**config.mk**
```make
export PLATFORM = sky130hd
export DESIGN_NAME = inst_gen
export DESIGN_NICKNAME = d
export VERILOG_FILES = /design/src/rtl/inst_gen.sv
export SDC_FILE = /design/constraint.sdc
export NUM_CORES = 1
export LEC_CHECK = 0
export ABC_AREA = 1
export BUFFER_PORTS_ARGS = -buffer_cell sky130_fd_sc_hd__buf_2
export CAP_MARGIN = 15
export CORE_UTILIZATION = 53
export DETAILED_ROUTE_END_ITERATION = 12
export MAX_ROUTING_LAYER = met4
export PLACE_DENSITY = 0.77
export SYNTH_ARGS = -nofsm -noshare
export SYNTH_HDL_FRONTEND = slang
export SYNTH_SLANG_ARGS = --single-unit
```
**constraint.sdc**
```tcl
create_clock -name clk -period 2.2 [get_ports clk]
set_input_delay 0.44 -clock clk [delete_from_list [all_inputs] [get_ports clk]]
set_output_delay 0.44 -clock clk [all_outputs]
set_load 0.05 [all_outputs]
```
**src/rtl/inst_gen.sv**
```systemverilog
// rtl/inst_gen.sv - LFSR-driven random instruction generator with checker pass/fail statistics
// Define INST_GEN_BRANCH_EN to also issue BEQ/BNE/J; otherwise only R-type/ADDI/LW/SW.
module inst_gen #(
    parameter logic [31:0] SEED     = 32'h1,
    parameter int unsigned NUM_INST = 64,
    parameter int unsigned CHK_LAT  = 5
) (
    input  logic        clk,
    input  logic        reset,
    input  logic        start,
    input  logic        OpDone,
    output logic [31:0] inst,
    output logic        pcEn,
    output logic        busy,
    output logic        done,
    output logic [15:0] issued_cnt,
    output logic [15:0] pass_cnt,
    output logic [15:0] fail_cnt
);
    localparam logic [31:0] LFSR_INIT = (SEED == 32'h0) ? 32'h1 : SEED;
    localparam logic [31:0] TAPS      = 32'h8020_0003;
    localparam logic [15:0] LAST_INST = 16'(NUM_INST);
    localparam logic [3:0]  LAST_WAIT = 4'(CHK_LAT - 1);

    typedef enum logic [1:0] {S_IDLE, S_ISSUE, S_WAIT, S_DONE} state_e;

    state_e      state_q, state_d;
    logic [31:0] lfsr_q, lfsr_d;
    logic [31:0] inst_q, inst_d;
    logic        pc_en_q, pc_en_d;
    logic [3:0]  wait_q, wait_d;
    logic [15:0] issued_q, issued_d;
    logic [15:0] pass_q, pass_d;
    logic [15:0] fail_q, fail_d;

    logic [2:0]  sel;
    logic [5:0]  funct;
    logic [15:0] imm;
    logic [31:0] enc;

    function automatic logic [15:0] sat_inc(input logic [15:0] v);
        return (v == 16'hFFFF) ? v : v + 16'd1;
    endfunction

    always_comb begin
        sel = lfsr_q[2:0];
`ifndef INST_GEN_BRANCH_EN
        if (sel == 3'd4 || sel == 3'd5 || sel == 3'd6) begin
            sel = 3'd0;
        end
`endif
        case (lfsr_q[10:8])
            3'd1:    funct = 6'h22;
            3'd2:    funct = 6'h24;
            3'd3:    funct = 6'h27;
            3'd4:    funct = 6'h25;
            3'd5:    funct = 6'h2A;
            3'd6:    funct = 6'h13;
            default: funct = 6'h20;
        endcase
        imm = lfsr_q[31:16] ^ lfsr_q[15:0];
        case (sel)
            3'd1:    enc = {6'h08, lfsr_q[15:11], lfsr_q[20:16], imm};
            3'd2:    enc = {6'h23, lfsr_q[15:11], lfsr_q[20:16], imm};
            3'd3:    enc = {6'h2B, lfsr_q[15:11], lfsr_q[20:16], imm};
            3'd4:    enc = {6'h04, lfsr_q[15:11], lfsr_q[20:16], imm};
            3'd5:    enc = {6'h05, lfsr_q[15:11], lfsr_q[20:16], imm};
            3'd6:    enc = {6'h02, lfsr_q[25:0]};
            default: enc = {6'h00, lfsr_q[15:11], lfsr_q[20:16], lfsr_q[25:21], 5'h00, funct};
        endcase
    end

    always_comb begin
        state_d  = state_q;
        lfsr_d   = lfsr_q;
        wait_d   = wait_q;
        issued_d = issued_q;
        pass_d   = pass_q;
        fail_d   = fail_q;
        case (state_q)
            S_IDLE: begin
                if (start) begin
                    state_d  = S_ISSUE;
                    issued_d = 16'h0;
                    pass_d   = 16'h0;
                    fail_d   = 16'h0;
                end
            end
            S_ISSUE: begin
                state_d = S_WAIT;
                wait_d  = 4'd0;
            end
            S_WAIT: begin
                wait_d = wait_q + 4'd1;
                if (wait_q == LAST_WAIT) begin
                    if (OpDone) pass_d = sat_inc(pass_q);
                    else        fail_d = sat_inc(fail_q);
                    state_d = (issued_q < LAST_INST) ? S_ISSUE : S_DONE;
                end
            end
            S_DONE: begin
                if (!start) state_d = S_IDLE;
            end
            default: state_d = S_IDLE;
        endcase
        // Issue on the edge entering ISSUE so the pcEn cycle is the ISSUE cycle.
        pc_en_d = (state_d == S_ISSUE);
        inst_d  = pc_en_d ? enc : 32'hFFFF_FFFF;
        if (pc_en_d) begin
            lfsr_d   = {1'b0, lfsr_q[31:1]} ^ (lfsr_q[0] ? TAPS : 32'h0);
            issued_d = sat_inc(issued_d);
        end
    end

    always_ff @(posedge clk or negedge reset) begin
        if (!reset) begin
            state_q  <= S_IDLE;
            lfsr_q   <= LFSR_INIT;
            inst_q   <= 32'hFFFF_FFFF;
            pc_en_q  <= 1'b0;
            wait_q   <= 4'd0;
            issued_q <= 16'h0;
            pass_q   <= 16'h0;
            fail_q   <= 16'h0;
        end else begin
            state_q  <= state_d;
            lfsr_q   <= lfsr_d;
            inst_q   <= inst_d;
            pc_en_q  <= pc_en_d;
            wait_q   <= wait_d;
            issued_q <= issued_d;
            pass_q   <= pass_d;
            fail_q   <= fail_d;
        end
    end

    assign inst       = inst_q;
    assign pcEn       = pc_en_q;
    assign busy       = (state_q == S_ISSUE) || (state_q == S_WAIT);
    assign done       = (state_q == S_DONE);
    assign issued_cnt = issued_q;
    assign pass_cnt   = pass_q;
    assign fail_cnt   = fail_q;
endmodule
```
# Word-level counts from Yosys, hierarchy flattened
# Index checks and enable logic that the tools add are counted.
# W data, S select, Z words.
# op_classes
n_mux	24
bitwise	2
magnitude_cmp	1
reduce_logical	8
n_addsub	4
eq_ne	29
# ops
cell	n
$pmux W32 S6	1
$mux W16	11
$mux W32	2
$pmux W16 S2	2
$add A16 B1 Y16 const B	3
$eq A16 B16 Y1 const B	3
$pmux W6 S6	1
$xor A31 B32 Y32	1
$eq A3 B3 Y1 const B	9
$lt A16 B7 Y1 const B	1
$xor A16 B16 Y16	1
$eq A3 B2 Y1 const B	4
$ne A2 B2 Y1 const B	6
$reduce_and A5 Y1	2
$mux W2	4
$pmux W2 S4	1
$pmux W4 S2	1
$eq A3 B1 Y1 const B	2
$add A4 B1 Y4 const B	1
$eq A2 B1 Y1 const B	2
$eq A2 B2 Y1 const B	2
$eq A4 B3 Y1 const B	1
$reduce_bool A2 Y1	2
$logic_or A1 B1 Y1	3
2 further kinds	2
# totals
regBits	119
in_bits	4
elab_cells	76

# Depth between registers and ports, before layout
# Gate-level depths: netlist of the first run.
# depth
ltp_word	7
ltp_mapped	14
depth_no_buf	13

# Worst setup path after synthesis of the first run
# No wires, ideal clock.
# synth_timing
path_type	register to register
start	reg state_q[0]
end	reg issued_q[6] (netlist: issued_cnt[6])
t_required_ns	2.135
slack_ns	-0.186
t_arrival_ns	2.321
period_less_slack_ns	2.386
stages_incl_launch_ff	15
path_cell_list	dfrtp_1 -> inv_1 -> ha_1 -> nand2_4 -> buf_4 -> nand2_1 -> inv_1 -> ha_1 -> nand4_1 -> nor3_2 -> nand2_2 -> buf_6 -> nand3_1 -> nand2_1 -> nand2_1
# synth_between
elab_chain_cells	5
word_cells_on_any_way	14
cone_classes	1 x add/sub; 5 x eq/ne; 7 x mux; 1 x reduce/logical
# synth_lines
item	line_no	rtl
from (decl)	27	state_e state_q, state_d;
from (signal assigned)	126	state_q <= state_d;
$logic_not A2 Y1	80	case (state_q)
$mux W16	80	
$add A16 B1 Y16 or $eq A16 B16 Y1 (tied branches)	42	return (v == 16'hFFFF) ? v : v + 16'd1;
$mux W16	42	
$mux W16 *	109	if (pc_en_d) begin
via issued_d[6]	32	logic [15:0] issued_q, issued_d;
to (signal assigned)	131	issued_q <= issued_d;
to (decl)	32	
# The timed path passes the listed nets; every way through them passes the cells marked *.
# A chain may end at the register's enable or synchronous reset.

# Worst setup path in the final report of the first run
# layout_timing
start	reg state_q[0]
end	reg issued_q[1] (netlist: issued_cnt[1])
# Same word-level chain as after synthesis.

==> reports/results.ini, run 1 <==
[route]
route.vias.total = 5912
drt-vias-per-instance = 5.26
antenna_left = 0
drtPass1Iterations = 5
post_drt_wl_per_cell_um = 13.6
drcViolationCount = 0
first_iter_violations = 616
routed_wirelength_mm = 15.3

[cts]
cts-root-to-sink-buffers = 2
cts_sinks = 117
cts_tree = built
number_of_clock_buffers_inserted_by_tritoncts = 17
cts_max_level = 4
post_cts.repair.setup_buffers = 0
clkSlewWorstSetupHoldPaths_ns = 0.05
root_buffer = sky130_fd_sc_hd__clkbuf_16
clk_latency_ns = 0.41

[timing]
rsz0062_at_grt = no
maxSlewViolCount = 0
tightestPinTransition_ns = 0.540
fmaxAchievable_ghz = 0.491
final.setup_skew_ns = 0.00662
layout_worst_path_cycle_share_pct = 92.5
setup_viol = 0
layout_min_cycle_time_ns = 2.03
final_hold_viol_count = 0
tns_ns = 0
relSlewSlack_pct = 64.0

[synthesis]
synth.top_cell.area_share_pct = 33.0
mean_instance_size_in_the_synthesized_netlist_um2 = 7.50
netlist_area_um2 = 6520
ys_warnings = 0
yosys_register_bits = 117
post_synth_inst_count = 870
yosysSeqAreaShare_pct = 45.5
synth.largest_area_cell = sky130_fd_sc_hd__dfrtp_1
ys_top_cells_by_area = sky130_fd_sc_hd__dfrtp_1 (33%), sky130_fd_sc_hd__nand2_1 (19%), sky130_fd_sc_hd__dfstp_2 (12%), sky130_fd_sc_hd__nand3_1 (6.3%), sky130_fd_sc_hd__nor2_1 (4.5%)
synth_fp_nets = 884
synthDistinctLibCells = 39

[placement]
placement.io_buffers = 86
post-place-cells = 1090
dp_hpwl_mm = 10.4
gp_congestion = 0.945
postPlaceCellArea_um2 = 7150

[global_routing]
antenna_violations_before_repair = 0
grt-busiest-layer = met2
grt_start_max_net_pins = 59
globalRoute.totalOverflow = 0
via_count_of_the_first_global_routing_pass = 5408
use_met3_pct = 4.45
grt_use_total_pct = 25.8
grt_use_met2_pct = 41.6
gr-usage-met1_pct = 33.3
grt_first_pass_wirelength_mm = 25.5

[worst_setup_path]
critical_path_peak_fanout = 8
element_type_at_the_critical_path_start = flop
critPathRequiredTime_ns = 2.50
worst_setup_path_end_kind = flop
cp.arrival_ns = 2.33
worst_r2r_startpoint = state_q[0]$_DFF_PN0_
crit_path_start = state_q[0]$_DFF_PN0_
timing_worst_setup_path_type = reg -> reg

[cells_and_area]
post_layout_instance_area_um2 = 7820
layoutNonFillerInstCount = 1124
syn_to_final_growth_pct = 19.9
leading_cell_type_in_the_layout_fill_and_taps_excluded = sky130_fd_sc_hd__nand2_1
layout.cells.most_common_list = sky130_fd_sc_hd__nand2_1 (335), sky130_fd_sc_hd__dfrtp_1 (86), sky130_fd_sc_hd__buf_2 (85)
drive_gt1_share_pct = 20.6
antenna_cells_inserted = 0
finalNetCount = 978

[floorplan]
die_height_um = 113
core_um2 = 12000
num_io_pins = 87
floorplan_die_area_um2 = 12800
row_count = 40
initial_core_utilization_pct = 54.3
dieWidth_um = 113

[worst_hold_path]
worst_hold_path_type = in -> async

[job]
timing.max_cap.violations = 0

[power]
power_leakage_nw = 3.90
power-per-cell-area_nw_per_um2 = 1180
fin_total_pwr_mw = 9.25
vdd_drop_max_uv = 814

[outcome]
outcome = finished clean

## cell families after synthesis
group	count (synthesis)	synth area share, %
AO/OA/AOI/OAI	49	4.03
flip-flops	117	45.5
AND/OR/NAND/NOR	551	36.1
XOR/XNOR	38	5.10
buffers and inverters	105	7.40
adder cells (fa/ha/maj)	10	1.92
## synth_stat cells, drive strengths merged
| master | count |
|---|---|
| nand2 | 343 |
| dfrtp | 86 |
| nor2 | 86 |
| nand3 | 82 |
| inv | 69 |
| dfstp | 31 |
| o21ai | 31 |
| buf | 26 |
| xor2 | 21 |
| xnor2 | 17 |
| nand4 | 16 |
| a21oi | 10 |
| ha | 10 |
| clkbuf | 9 |
| or2 | 9 |
| nor3 | 8 |
| nand3b | 4 |
| o22ai | 4 |
| a22oi | 1 |
| a31oi | 1 |
| and3 | 1 |
| clkinv | 1 |
| nor3b | 1 |
| nor4 | 1 |
| o21bai | 1 |
| o31ai | 1 |
## worst paths after layout
check	endpoint	slack, ns	depth (start not counted)
max in group asynchronous	inst[20]$_DFF_PN1_	1.01	3
worst max register to register	issued_cnt[1]$_DFF_PN0_	0.17	13
min in group clk	pass_cnt[1]$_DFFE_PN0P_	0.49	5
worst min-delay path	fail_cnt[4]$_DFFE_PN0P_	0.48	2
worst max-delay path	issued_cnt[1]$_DFF_PN0_	0.17	13
worst min register to register	lfsr_q[17]$_DFFE_PN0N_	0.51	2
## report_power, final
part	internal (mW)	total [mW]	switching, mW
logic	0.892	3.56	2.66
clock network	1.97	2.95	0.972
registers	2.58	2.75	0.169
total	5.44	9.25	3.81
## metrics by stage
| step | hold WS (ns) | worst slack (ns) | util, % |
|---|---|---|---|
| finish | 0.480 | 0.165 | 65.1 |
| global route | 0.504 | 0.00740 | 65.1 |
| CTS | 0.479 | 0.0413 | 64.9 |
| detailed placement | 0.364 | 0.0555 | 59.5 |
| global placement | 0.366 | 0.173 | 59.5 |
| floorplan | 0.144 | 0.0112 | - |
## critical path: stages, from the launching register on
cell and delay (ns):
sky130_fd_sc_hd__dfrtp_1 0.34, sky130_fd_sc_hd__inv_1 0.08, sky130_fd_sc_hd__ha_2 0.21, sky130_fd_sc_hd__nand2_4 0.09, sky130_fd_sc_hd__nand2_1 0.10, sky130_fd_sc_hd__inv_2 0.12
sky130_fd_sc_hd__ha_4 0.16, sky130_fd_sc_hd__nand4_1 0.12, sky130_fd_sc_hd__nor3_2 0.30, sky130_fd_sc_hd__nand2_4 0.16, sky130_fd_sc_hd__nand2_1 0.10, sky130_fd_sc_hd__nand2_1 0.05
sky130_fd_sc_hd__nand2_1 0.05, sky130_fd_sc_hd__nand2_1 0.05
## state kept, by name, summed over array words and instances (netlist names)
name,cells
wait_q,4
pcEn,1
inst,30
pass_cnt,16
issued_cnt,16
fail_cnt,16
lfsr_q,32
state_q,2
## repair_timing
action / in CTS / in global routing
gates resized for setup: 0 / 4
setup endpoints to repair: 0 / 16
hold buffers: 1 / 0
endpoints found under the hold margin: 20 / 0
## area by class of cell
cell class              instances  area [um2]
clock buffers                  21         503
clock inverters                11         140
fillers                      1006        4190
inverters                      70         263
multi-input cells             649        3120
flip-flops and latches        117        2970
well taps                     147         184
repair buffers                109         646
## per-layer routing
metal	part of all wire (%)	wire [um]	vias up
met1	45	6840	2738
li1	-	-	2926
met5	0	0	-
met2	48	7410	216
met3	5.4	826	32
met4	1.7	257	0
Power figures use the tool's default switching activity.
==> run 2: changes to the inputs <==
- CORE_MARGIN: default -> 5
- SKIP_LAST_GASP: default -> 1
- clock period: 2.2 -> 1.6 ns (I/O delays scaled with it)
==> run 2 against run 1 <==
The flow now finishes with violations (negative setup slack). Fmax increased by 1.1%. Core utilization rose by 10 points. Via count grew 13%. Cell count grew 11%. Sequential share of layout area fell by 5.1 points. Combinational power up 120%. Global-route usage rose by 2.0 points. Critical endpoint unchanged. Largest cell class unchanged.
==> reports/results.ini, run 2 (synthesis gave the netlist of run 1 again) <==
[worst_setup_path]
timing_worst_setup_path_type = reg -> reg
element_type_at_the_critical_path_start = flop
cells_traversed_along_the_worst_timing_path = inv_2 > ha_4 > nand2_4 > buf_12 > buf_4 > nand3_1 > nor2_1 > inv_1 > nor2_4 > nand2_4 > nand2_1 > nand2_1 > nand2_1 > nand2_1
critical_path_peak_fanout = 8  ; unchanged
path_buf_inv = 4  ; +2
cp_common_cell = sky130_fd_sc_hd__nand2_1
worst_path_largest_cell_delay_ns = 0.37  ; +0.03 ns
cp.arrival_ns = 2.32  ; about the same
critPathRequiredTime_ns = 1.91  ; -0.59 ns
crit_path_top_delay_cell = sky130_fd_sc_hd__dfrtp_1
path_delay_family = simple AND/OR/NAND/NOR gates
worst_setup_path_end_kind = flop

[floorplan]
die_height_um = 121  ; +7.1%
floorplan_die_area_um2 = 14600  ; +15%
num_io_pins = 87  ; unchanged
core_um2 = 12100  ; +0.42%
dieWidth_um = 121  ; +7.1%
initial_core_utilization_pct = 54.1  ; -0.23 points
row_count = 40  ; unchanged

[cts]
root_buffer = sky130_fd_sc_hd__clkbuf_16
cts-root-to-sink-buffers = 2  ; unchanged
clk_latency_ns = 0.42  ; about the same
number_of_clock_buffers_inserted_by_tritoncts = 17  ; unchanged
cts_sinks = 117  ; unchanged
clkSlewWorstSetupHoldPaths_ns = 0.05  ; about the same
cts_max_level = 4  ; unchanged
cts_tree = built

[global_routing]
grt_first_pass_wirelength_mm = 31.3  ; +23%
grt_use_total_pct = 27.7  ; +2.0 points
grt_start_max_net_pins = 63  ; +6.8%
via_count_of_the_first_global_routing_pass = 6470  ; +20%
antenna_violations_before_repair = 0  ; unchanged
globalRoute.totalOverflow = 0  ; unchanged

[timing]
final.setup.worst_slack_ns = -0.412  ; -0.578 ns
tightestPinTransition_ns = 0.519  ; -0.0219 ns
maxSlewViolCount = 0  ; unchanged
layout_min_cycle_time_ns = 2.01  ; -0.0225 ns
tns_ns = -28.53  ; -28.53 ns
relSlewSlack_pct = 65.4  ; +1.5 points
setup_viol = 111  ; +111
rsz0062_at_grt = yes
layout_worst_path_cycle_share_pct = 126  ; +33 points
final.setup_skew_ns = 0.00978  ; +0.00316 ns
fmaxAchievable_ghz = 0.497  ; +1.1%
final_hold_viol_count = 0  ; unchanged

[placement]
post-place-cells = 1181  ; +8.3%
dp_hpwl_mm = 11.4  ; +9.8%
placement.io_buffers = 86  ; unchanged
gp_congestion = 0.899  ; -4.9%

[cells_and_area]
largest_register_ff_count = 32  ; unchanged
finalNetCount = 1076  ; +10%
leading_cell_type_in_the_layout_fill_and_taps_excluded = sky130_fd_sc_hd__nand2_1
regMostFlops = lfsr_q
syn_to_final_growth_pct = 39.2
layoutNonFillerInstCount = 1243  ; +11%
drive_gt1_share_pct = 31.5  ; +11 points
layout.cells.most_common_list = sky130_fd_sc_hd__nand2_1 (327), sky130_fd_sc_hd__buf_4 (90), sky130_fd_sc_hd__buf_2 (83)
antenna_cells_inserted = 0  ; unchanged

[power]
power_leakage_nw = 4.53  ; +16%
power-per-cell-area_nw_per_um2 = 1730  ; +47%
vdd_drop_max_uv = 869  ; +6.7%

[route]
post_drt_wl_per_cell_um = 16.0  ; +17%
drt-vias-per-instance = 5.38  ; +2.3%
first_iter_violations = 828  ; +34%
routed_wirelength_mm = 19.8  ; +29%
drcViolationCount = 0  ; unchanged
antenna_left = 0  ; unchanged
route.vias.total = 6689  ; +13%
drtPass1Iterations = 6  ; +1

[worst_hold_path]
worst_hold_path_type = in -> async

[outcome]
violations = negative setup slack
outcome = complete, but fails checks

[job]
timing.max_cap.violations = 0  ; unchanged

run 2: final cells by class:
class | count | area, um2
Clock inverter | 13 | 206
Clock buffer | 19 | 433
Timing Repair Buffer | 207 | 1700
Fill cell | 823 | 2980
Sequential cell | 117 | 2980
Inverter | 70 | 269
Tap cell | 168 | 210
Multi-Input combinational cell | 649 | 3280
run 2: metal layers:
layer  vias to the layer above  global-route usage, %  part of all wire (%)
met2                       376                   43.6                    48
li1                       3142                      -                     -
met4                         0                   14.0                   4.1
met1                      3072                   34.0                    40
met3                        99                   5.73                   8.5
met5                         -                      -                     0
run 2: path summary, 6_finish.rpt:
path / slack (ns) / to / depth (start not counted) / startpoint
setup / recovery: -0.41 / issued_cnt[1]$_DFF_PN0_ / 14 / state_q[0]$_DFF_PN0_
hold / removal: 0.44 / fail_cnt[4]$_DFFE_PN0P_ / 3 / reset
setup reg to reg: -0.41 / issued_cnt[1]$_DFF_PN0_ / 14 / state_q[0]$_DFF_PN0_
hold reg to reg: 0.50 / lfsr_q[2]$_DFFE_PN0N_ / 2 / lfsr_q[2]$_DFFE_PN0N_
max in group asynchronous: 0.82 / inst[23]$_DFF_PN1_ / 3 / reset
min in group clk: 0.44 / fail_cnt[12]$_DFFE_PN0P_ / 5 / OpDone
run 2: per-stage QoR:
| stage | utilization (%) | power [mW] | setup WS, ns | area (um2) | hold slack, ns |
|---|---|---|---|---|---|
| after floorplan | - | 7.75 | -0.443 | 6620 | 0.0244 |
| after global placement | 65.0 | 9.35 | -0.300 | 7840 | 0.350 |
| after detailed placement | 65.0 | 9.41 | -0.379 | 7840 | 0.353 |
| after CTS | 74.2 | 15.3 | -0.300 | 8950 | 0.420 |
| after global routing | 75.3 | 16.4 | -0.478 | 9080 | 0.489 |
| final | 75.3 | 15.8 | -0.412 | 9080 | 0.442 |
run 2: repair_timing:
item / 4_1_cts / 5_1_grt
hold buffers: 1 / 0
endpoints found under the setup margin: 111 / 115
setup buffers: 14 / 6
gates cloned: 8 / 3
pin swaps: 8 / 6
endpoints found under the hold margin: 86 / 0
gates resized for setup: 49 / 18
run 2: where the power goes:
| part | switching (mW) | internal (mW) | leakage [nW] |
|---|---|---|---|
| clock network | 1.38 | 2.76 | 0.307 |
| registers | 0.227 | 3.55 | 1.50 |
| logic | 4.61 | 3.23 | 2.73 |
run 2: worst register-to-register path, cell delays in order (launching register included):
cell and delay (ns):
sky130_fd_sc_hd__dfrtp_1 0.37, sky130_fd_sc_hd__inv_2 0.06, sky130_fd_sc_hd__ha_4 0.16, sky130_fd_sc_hd__nand2_4 0.09, sky130_fd_sc_hd__buf_12 0.12, sky130_fd_sc_hd__buf_4 0.12
sky130_fd_sc_hd__nand3_1 0.09, sky130_fd_sc_hd__nor2_1 0.22, sky130_fd_sc_hd__inv_1 0.11, sky130_fd_sc_hd__nor2_4 0.20, sky130_fd_sc_hd__nand2_4 0.12, sky130_fd_sc_hd__nand2_1 0.09
sky130_fd_sc_hd__nand2_1 0.05, sky130_fd_sc_hd__nand2_1 0.05, sky130_fd_sc_hd__nand2_1 0.04
